[config.mk]
export PLATFORM = sky130hd
export DESIGN_NAME = fwd_scoreboard
export DESIGN_NICKNAME = d
export VERILOG_FILES = /design/src/rtl/fwd_scoreboard.sv
export SDC_FILE = /design/constraint.sdc
export NUM_CORES = 1
export LEC_CHECK = 0
export CORE_ASPECT_RATIO = 2
export CORE_UTILIZATION = 45
export CTS_CLUSTER_DIAMETER = 150
export DETAILED_ROUTE_END_ITERATION = 6
export HOLD_SLACK_MARGIN = 0.15
export PLACE_DENSITY = 0.71
export SETUP_SLACK_MARGIN = 0.5
export SLEW_MARGIN = 20
export SYNTH_ARGS = -nofsm -noshare
export SYNTH_HDL_FRONTEND = slang
export SYNTH_SLANG_ARGS = --single-unit
export TNS_END_PERCENT = 100
[constraint.sdc]
create_clock -name clk_i -period 6.9 [get_ports clk_i]
set_input_delay 2.07 -clock clk_i [delete_from_list [all_inputs] [get_ports clk_i]]
set_output_delay 2.07 -clock clk_i [all_outputs]
set_load 0.02 [all_outputs]
[src/rtl/fwd_scoreboard.sv]
// ---------------------------------------------------------------------------
// fwd_scoreboard
// Tracks in-flight register writebacks across DEPTH pipeline stages. For each
// decode source operand it picks the youngest in-flight producer. If that
// result is already forwardable, it reports the forwarding stage. If the
// result is not ready yet, it raises stall.
//
// Optional feature: define FWD_SCOREBOARD_STALL_CNT_EN to build a saturating
// 16-bit counter of stalled advance cycles on stall_cnt_o. With the macro
// undefined, stall_cnt_o is tied to zero.
// ---------------------------------------------------------------------------
module fwd_scoreboard #(
   parameter  int REG_AW = 5,
   parameter  int DEPTH  = 3,
   parameter  int NSRC   = 2,
   localparam int SELW   = $clog2(DEPTH + 1)
) (
   input  logic                     clk_i,
   input  logic                     rst_i,
   input  logic                     issue_valid_i,
   input  logic                     issue_regwrite_i,
   input  logic [REG_AW-1:0]        issue_rd_i,
   input  logic [SELW-1:0]          issue_lat_i,
   input  logic [NSRC*REG_AW-1:0]   src_i,
   input  logic                     advance_i,
   input  logic                     flush_i,
   output logic [NSRC*SELW-1:0]     fwd_sel_o,
   output logic                     stall_o,
   output logic [15:0]              stall_cnt_o
);

   // Entry storage. Index k holds pipeline stage k+1, so index 0 is the youngest.
   logic                r_valid [DEPTH];
   logic [REG_AW-1:0]   r_rd    [DEPTH];
   logic [SELW-1:0]     r_lat   [DEPTH];

   // Per-source search results.
   logic [REG_AW-1:0]   w_src     [NSRC];
   logic                w_hit     [NSRC];
   logic [SELW-1:0]     w_hit_k   [NSRC];
   logic [SELW-1:0]     w_hit_lat [NSRC];

   logic [NSRC*SELW-1:0] w_fwd_sel;
   logic                 w_stall;
   logic [SELW-1:0]      w_issue_lat;
   logic                 w_issue_ok;

   // Clamp the issued latency into the legal stage range 1..DEPTH.
   always_comb begin
      w_issue_lat = issue_lat_i;
      if (issue_lat_i == {SELW{1'b0}}) begin
         w_issue_lat = SELW'(1);
      end else if (issue_lat_i > SELW'(DEPTH)) begin
         w_issue_lat = SELW'(DEPTH);
      end else begin
         w_issue_lat = issue_lat_i;
      end
   end

   // Only a real, non-x0 register write from an unstalled decode enters stage 1.
   always_comb begin
      w_issue_ok = issue_valid_i & issue_regwrite_i &
                   (issue_rd_i != {REG_AW{1'b0}}) & ~w_stall;
   end

   // Find the youngest matching entry per source. Scan oldest to youngest so the
   // lowest stage overwrites any older hit.
   always_comb begin
      for (int n = 0; n < NSRC; n++) begin
         w_src[n]     = src_i[n*REG_AW +: REG_AW];
         w_hit[n]     = 1'b0;
         w_hit_k[n]   = {SELW{1'b0}};
         w_hit_lat[n] = {SELW{1'b0}};
         for (int k = DEPTH - 1; k >= 0; k--) begin
            if (r_valid[k] && (r_rd[k] == w_src[n]) && (w_src[n] != {REG_AW{1'b0}})) begin
               w_hit[n]     = 1'b1;
               w_hit_k[n]   = SELW'(k + 1);
               w_hit_lat[n] = r_lat[k];
            end else begin
               w_hit[n]     = w_hit[n];
            end
         end
      end
   end

   // Turn each youngest hit into a forward select, or a stall when not yet ready.
   always_comb begin
      w_fwd_sel = {(NSRC*SELW){1'b0}};
      w_stall   = 1'b0;
      for (int n = 0; n < NSRC; n++) begin
         if (w_hit[n]) begin
            if (w_hit_k[n] >= w_hit_lat[n]) begin
               w_fwd_sel[n*SELW +: SELW] = w_hit_k[n];
            end else begin
               w_stall = 1'b1;
            end
         end else begin
            w_fwd_sel[n*SELW +: SELW] = {SELW{1'b0}};
         end
      end
   end

   // Drive the lookup results straight to the outputs, with zero-cycle latency.
   always_comb begin
      fwd_sel_o = w_fwd_sel;
      stall_o   = w_stall;
   end

   // Entry pipeline. Reset beats flush, flush beats advance, and with neither
   // the entries hold. On advance the oldest entry retires.
   always_ff @(posedge clk_i) begin
      if (rst_i) begin
         for (int k = 0; k < DEPTH; k++) begin
            r_valid[k] <= 1'b0;
            r_rd[k]    <= {REG_AW{1'b0}};
            r_lat[k]   <= {SELW{1'b0}};
         end
      end else if (flush_i) begin
         for (int k = 0; k < DEPTH; k++) begin
            r_valid[k] <= 1'b0;
         end
      end else if (advance_i) begin
         for (int k = DEPTH - 1; k > 0; k--) begin
            r_valid[k] <= r_valid[k-1];
            r_rd[k]    <= r_rd[k-1];
            r_lat[k]   <= r_lat[k-1];
         end
         r_valid[0] <= w_issue_ok;
         r_rd[0]    <= w_issue_ok ? issue_rd_i : {REG_AW{1'b0}};
         r_lat[0]   <= w_issue_lat;
      end else begin
         for (int k = 0; k < DEPTH; k++) begin
            r_valid[k] <= r_valid[k];
         end
      end
   end

`ifdef FWD_SCOREBOARD_STALL_CNT_EN
   logic [15:0] r_stall_cnt;

   // Count the cycles in which the pipe advances while decode is stalled.
   // The count saturates at all-ones and only reset clears it.
   always_ff @(posedge clk_i) begin
      if (rst_i) begin
         r_stall_cnt <= 16'h0000;
      end else if (w_stall && advance_i && (r_stall_cnt != 16'hFFFF)) begin
         r_stall_cnt <= r_stall_cnt + 16'h0001;
      end else begin
         r_stall_cnt <= r_stall_cnt;
      end
   end

   // Expose the stall count.
   always_comb begin
      stall_cnt_o = r_stall_cnt;
   end
`else
   // The counter is not built, so the port reads zero.
   always_comb begin
      stall_cnt_o = 16'h0000;
   end
`endif

endmodule

After elaboration in Yosys (flattened, before gate mapping) --
Memories as Yosys holds them, arrays and structs flattened. Index checks and enable logic that the tools add are counted.
Word-level totals: bits in registers 0, bits in writable memories 24, output and inout port bits 21, word-level logic and storage cells 104, memories 3
Memories:
- r_rd | words 3, width 5, rd ports 3, clocked after memory_dff 0, write ports 3, RTL line 34 | logic [REG_AW-1:0] r_rd [DEPTH];
- r_lat | words 3, width 2, rd ports 3, clocked after memory_dff 0, write ports 3, RTL line 35 | logic [SELW-1:0] r_lat [DEPTH];
- r_valid | words 3, width 1, rd ports 3, clocked after memory_dff 0, write ports 3, RTL line 33 | logic r_valid [DEPTH];
Cells by class: order comparisons 3, equal/unequal tests 6, multiplexer cells 57, bitwise gates (word level) 19, reductions and logical operators 16
Operators by type and width (number):
- $mux W2 | 21
- $mux W1 | 32
- $eq A5 B5 Y1 | 6
- $mux W5 | 4
- $or A1 B1 Y1 | 15
- $reduce_bool A5 Y1 | 3
- $logic_and A1 B1 Y1 | 12
- $ge A2 B2 Y1 | 2
- $and A1 B1 Y1 | 3
- $gt A2 B2 Y1 const B | 1
- $logic_not A2 Y1 | 1
- $not A1 Y1 | 1

Logic depth before layout (Yosys ltp) --
An unclocked memory read counts as a cell.
word-level depth 16, depth in mapped cells 10, depth with buffers taken out 10

Least setup slack after synthesis --
Ideal clock, no wire load.
path type input -> output, start input port src_i[5], end output port stall_o, data arrival time 4.285 ns, data required time 4.830 ns, path slack 0.545 ns, stages on the path 10, path buffers 0, cell sequence or4_4 > nor2_4 > nor4_1 > a311oi_1 > a21oi_1 > ha_1 > nand2b_1 > a21oi_1 > o31a_1 > or2_1
On the way: word-level cells in the longest chain between the ends 9
RTL lines:
- start, declared | RTL line 24 | input logic [NSRC*REG_AW-1:0] src_i,
- $eq A5 B5 Y1 | RTL line 75 | if (r_valid[k] && (r_rd[k] == w_src[n]) && (w_src[n] != {REG_AW{1'b0}})) begin
- $logic_and A1 B1 Y1 (2 in series) | RTL line 75
- $mux W2 (3 in series) | RTL line 75
- $ge A2 B2 Y1 | RTL line 92 | if (w_hit_k[n] >= w_hit_lat[n]) begin
- $mux W1 | RTL line 92
- $mux W1 (*) | RTL line 91 | if (w_hit[n]) begin
- end, declared | RTL line 28 | output logic stall_o,
Every way passes the cells marked *; elsewhere a longest branch is shown, timed or not.

Worst setup path after layout --
Ends and elaborated chain as after synthesis.

==> results by group <==
Status
  • Status: complete, no violations

Clocking
  • Root buffer cell: clkbuf_8
  • H-Tree Depth: 1
  • CTS Sinks: 24
  • CTS Buf Count: 3
  • Clock Path Buffers: 2
  • Worst-Skew Late Latency: 0.25 ns
  • TritonCTS clock tree: yes
  • Clock transition at the registers of the reported paths: 0.07 ns

Synth
  • Syn Std Cell Area: 0.00173 mm2
  • Mapped Avg Cell Area: 10.3 um2
  • Syn Inst Count: ~170
  • Yosys warns: 0
  • Distinct cells, synth: 37
  • Synth Register Bits: 24
  • Post-synthesis sequential area ratio: a little over two fifths

Drt
  • Drt wl/cell: 17.5 um
  • Routed vias: 1,541
  • DRC errors left: 0
  • Final wirelength: 5050 um
  • Drt via density: 5.35
  • First-pass iteration count of the detailed router: 4
  • DRT iter0 DRCs: 51
  • Final ANT Viol Nets: 0

Floorplanning
  • Chip width: roughly 46 um
  • Core ar.: 0.00365 mm2
  • Die Y: 89.6 um
  • Die ar.: 0.00411 mm2
  • I/O pin cnt: 44
  • Site row count: 31
  • Starting density of the core: a little under half

Cells and area
  • ANT cells: 0
  • # fillers: 290
  • Most frequent cells in the layout: 39 x buf_4, 24 x edfxtp_1, 20 x xnor2_1
  • Final Core Density: 69.8%
  • Area of the multi-input gates: 0.00111 mm2
  • Most common cell after layout, fill and taps aside: buf_4
  • Area Overhead vs Synth: 47.2%
  • Post-route cell area: about 0.0025 mm2
  • Reg area: 721 um2
  • Share of cells above drive strength 1: 38.1%
  • Nets: 268

Worst setup path
  • CP required: 4.83 ns
  • Crit Path Max Fanout: 2
  • Crit path arrival time: 4.47 ns
  • CP endpoint kind: output port
  • Critical path launch point type: input port
  • Critical path class: input port to output port

Global route
  • Number of global-route vias before repair: 1,467
  • Total grt overflow: 0
  • Largest net degree at the start of global routing: 22
  • First-pass GRT wire length: 7120 um
  • GRT Total Usage: 24.7%
  • Initial antenna violation count: 0

Timing
  • Fmax achieved: between 0.15 and 0.2 GHz
  • Hold Worst Slack: about 0.62 ns
  • Unrepaired setup endpoints after global routing: yes
  • Worst slew pin tran: 0.846 ns
  • Fin crit period: 6.54 ns
  • Final setup margin: 0.361 ns
  • Final worst path period share: a little over nine tenths
  • Final Hold Fails: 0
  • Final setup fails: 0
  • Fin Clk Skew: ~0.0031 ns
  • Slew Limit Headroom: between 40% and 50%
  • Max-slew violations: 0

Place
  • Dpl hpwl: about 3700 um
  • Pre-CTS setup slack: -0.747 ns
  • Final Wtd Congestion: 0.928
  • IO Port Bufs: 27
  • DP Area: 0.00226 mm2

Pwr
  • Power Dens Cells: 133 mW/mm2
  • Leak Pwr: 1.04 nW
  • Worst vdd ir: 0.136 mV

Flow run
  • MaxCap Viol Count: 0

Hold path
  • Hold Path Class: flip-flop to flip-flop
[state kept, by name (all words and copies together), names as in the netlist]
name,count
r_rd,15
r_lat,6
r_valid,3
[power breakdown]
part	internal [W]	total [W]	switching [W]	leakage, nW
clock network	0.0000388	0.0000761	0.0000373	0.0216
logic	0.0000383	0.0000797	0.0000414	0.758
registers	0.000171	0.000181	0.0000108	0.256
total	0.000248	0.000337	0.0000895	1.04
[worst max-delay path, stage by stage]
cell,delay [ns]
buf_6,0.10
buf_6,0.11
xnor2_2,0.14
nand4_1,0.20
or3_4,0.45
buf_6,0.13
a31o_4,0.20
mux2i_1,0.15
ha_1,0.30
a21oi_4,0.15
o31a_1,0.20
or2_1,0.14
buf_6,0.12
[cells by family after synthesis]
logic type	after synthesis	synth area share [%]
simple gates	70	25.1
xor+xnor	30	15.2
flops	24	41.7
buf+inv	22	8.26
compound gates	15	6.01
fa+ha+maj	4	2.90
other cells	1	0.217
mux	1	0.579
[repair_timing]
item | 4_1_cts | 5_1_grt
setup buffers | 3 | 6
pin swaps | 20 | 20
gates resized for setup | 80 | 28
endpoints found under the setup margin | 5 | 5
hold buffers | 0 | 0
[path summary, 6_finish.rpt]
| check | end | slack [ns] | depth (start not counted) | from |
|---|---|---|---|---|
| setup reg to reg | r_rd[0][3] | 3.67 | 13 | r_rd[0][5] |
| setup / recovery | stall_o | 0.36 | 13 | src_i[5] |
| hold / removal | r_valid[0][1] | 0.62 | 1 | r_valid[0][0] |
| hold reg to reg | r_valid[0][1] | 0.62 | 1 | r_valid[0][0] |
[through the flow]
stage               TNS [ns]  instances  total power (W)
detailed placement     -2.16        276         0.000254
finish                     0        288         0.000337
global route               0        288         0.000350
CTS                        0        282         0.000332
global placement       -1.46        276         0.000251
floorplan                  0        182         0.000222
[metal layers]
metal / GRT usage (%) / wire length (um) / up-vias
met5: 0 / 0 / -
li1: - / - / 732
met2: 47.8 / 2970 / 48
met1: 23.6 / 1710 / 743
met4: 14.4 / 250 / 0
met3: 2.20 / 120 / 18
[layout make-up]
cell class / instances / share of cell area, %
flip-flops and latches: 24 / 28.3
clock buffers: 3 / 1.62
multi-input cells: 136 / 43.5
repair buffers: 72 / 23.6
inverters: 4 / 0.590
well taps: 49 / 2.41
[cell usage after synthesis]
master / instances / area share [%]
a21boi_0: 1 / 0.43
a21o_1: 1 / 0.43
a21oi_1: 5 / 1.4
a311o_1: 1 / 0.58
a311oi_1: 1 / 0.51
a31o_2: 1 / 0.51
a31oi_1: 1 / 0.36
and2_0: 1 / 0.36
and2_1: 2 / 0.72
and3_1: 15 / 5.4
buf_4: 16 / 7.0
clkbuf_1: 2 / 0.43
conb_1: 1 / 0.22
edfxtp_1: 24 / 42
ha_1: 4 / 2.9
inv_1: 4 / 0.87
mux2i_1: 1 / 0.58
nand2_1: 9 / 2.0
nand2b_1: 2 / 0.72
nand3_1: 1 / 0.29
nand4_1: 6 / 2.2
nor2_1: 7 / 1.5
nor2_4: 2 / 1.3
nor3_1: 5 / 1.4
nor4_1: 8 / 2.9
nor4_2: 1 / 0.72
nor4b_1: 3 / 1.5
nor4b_2: 1 / 0.87
o211ai_1: 1 / 0.43
o21ai_0: 1 / 0.29
o31a_1: 2 / 1.0
or2_1: 1 / 0.36
or3_1: 3 / 1.1
or4_1: 1 / 0.43
or4_4: 2 / 1.3
xnor2_1: 24 / 12
xor2_1: 6 / 3.0
(Power assumes the default switching activity.)
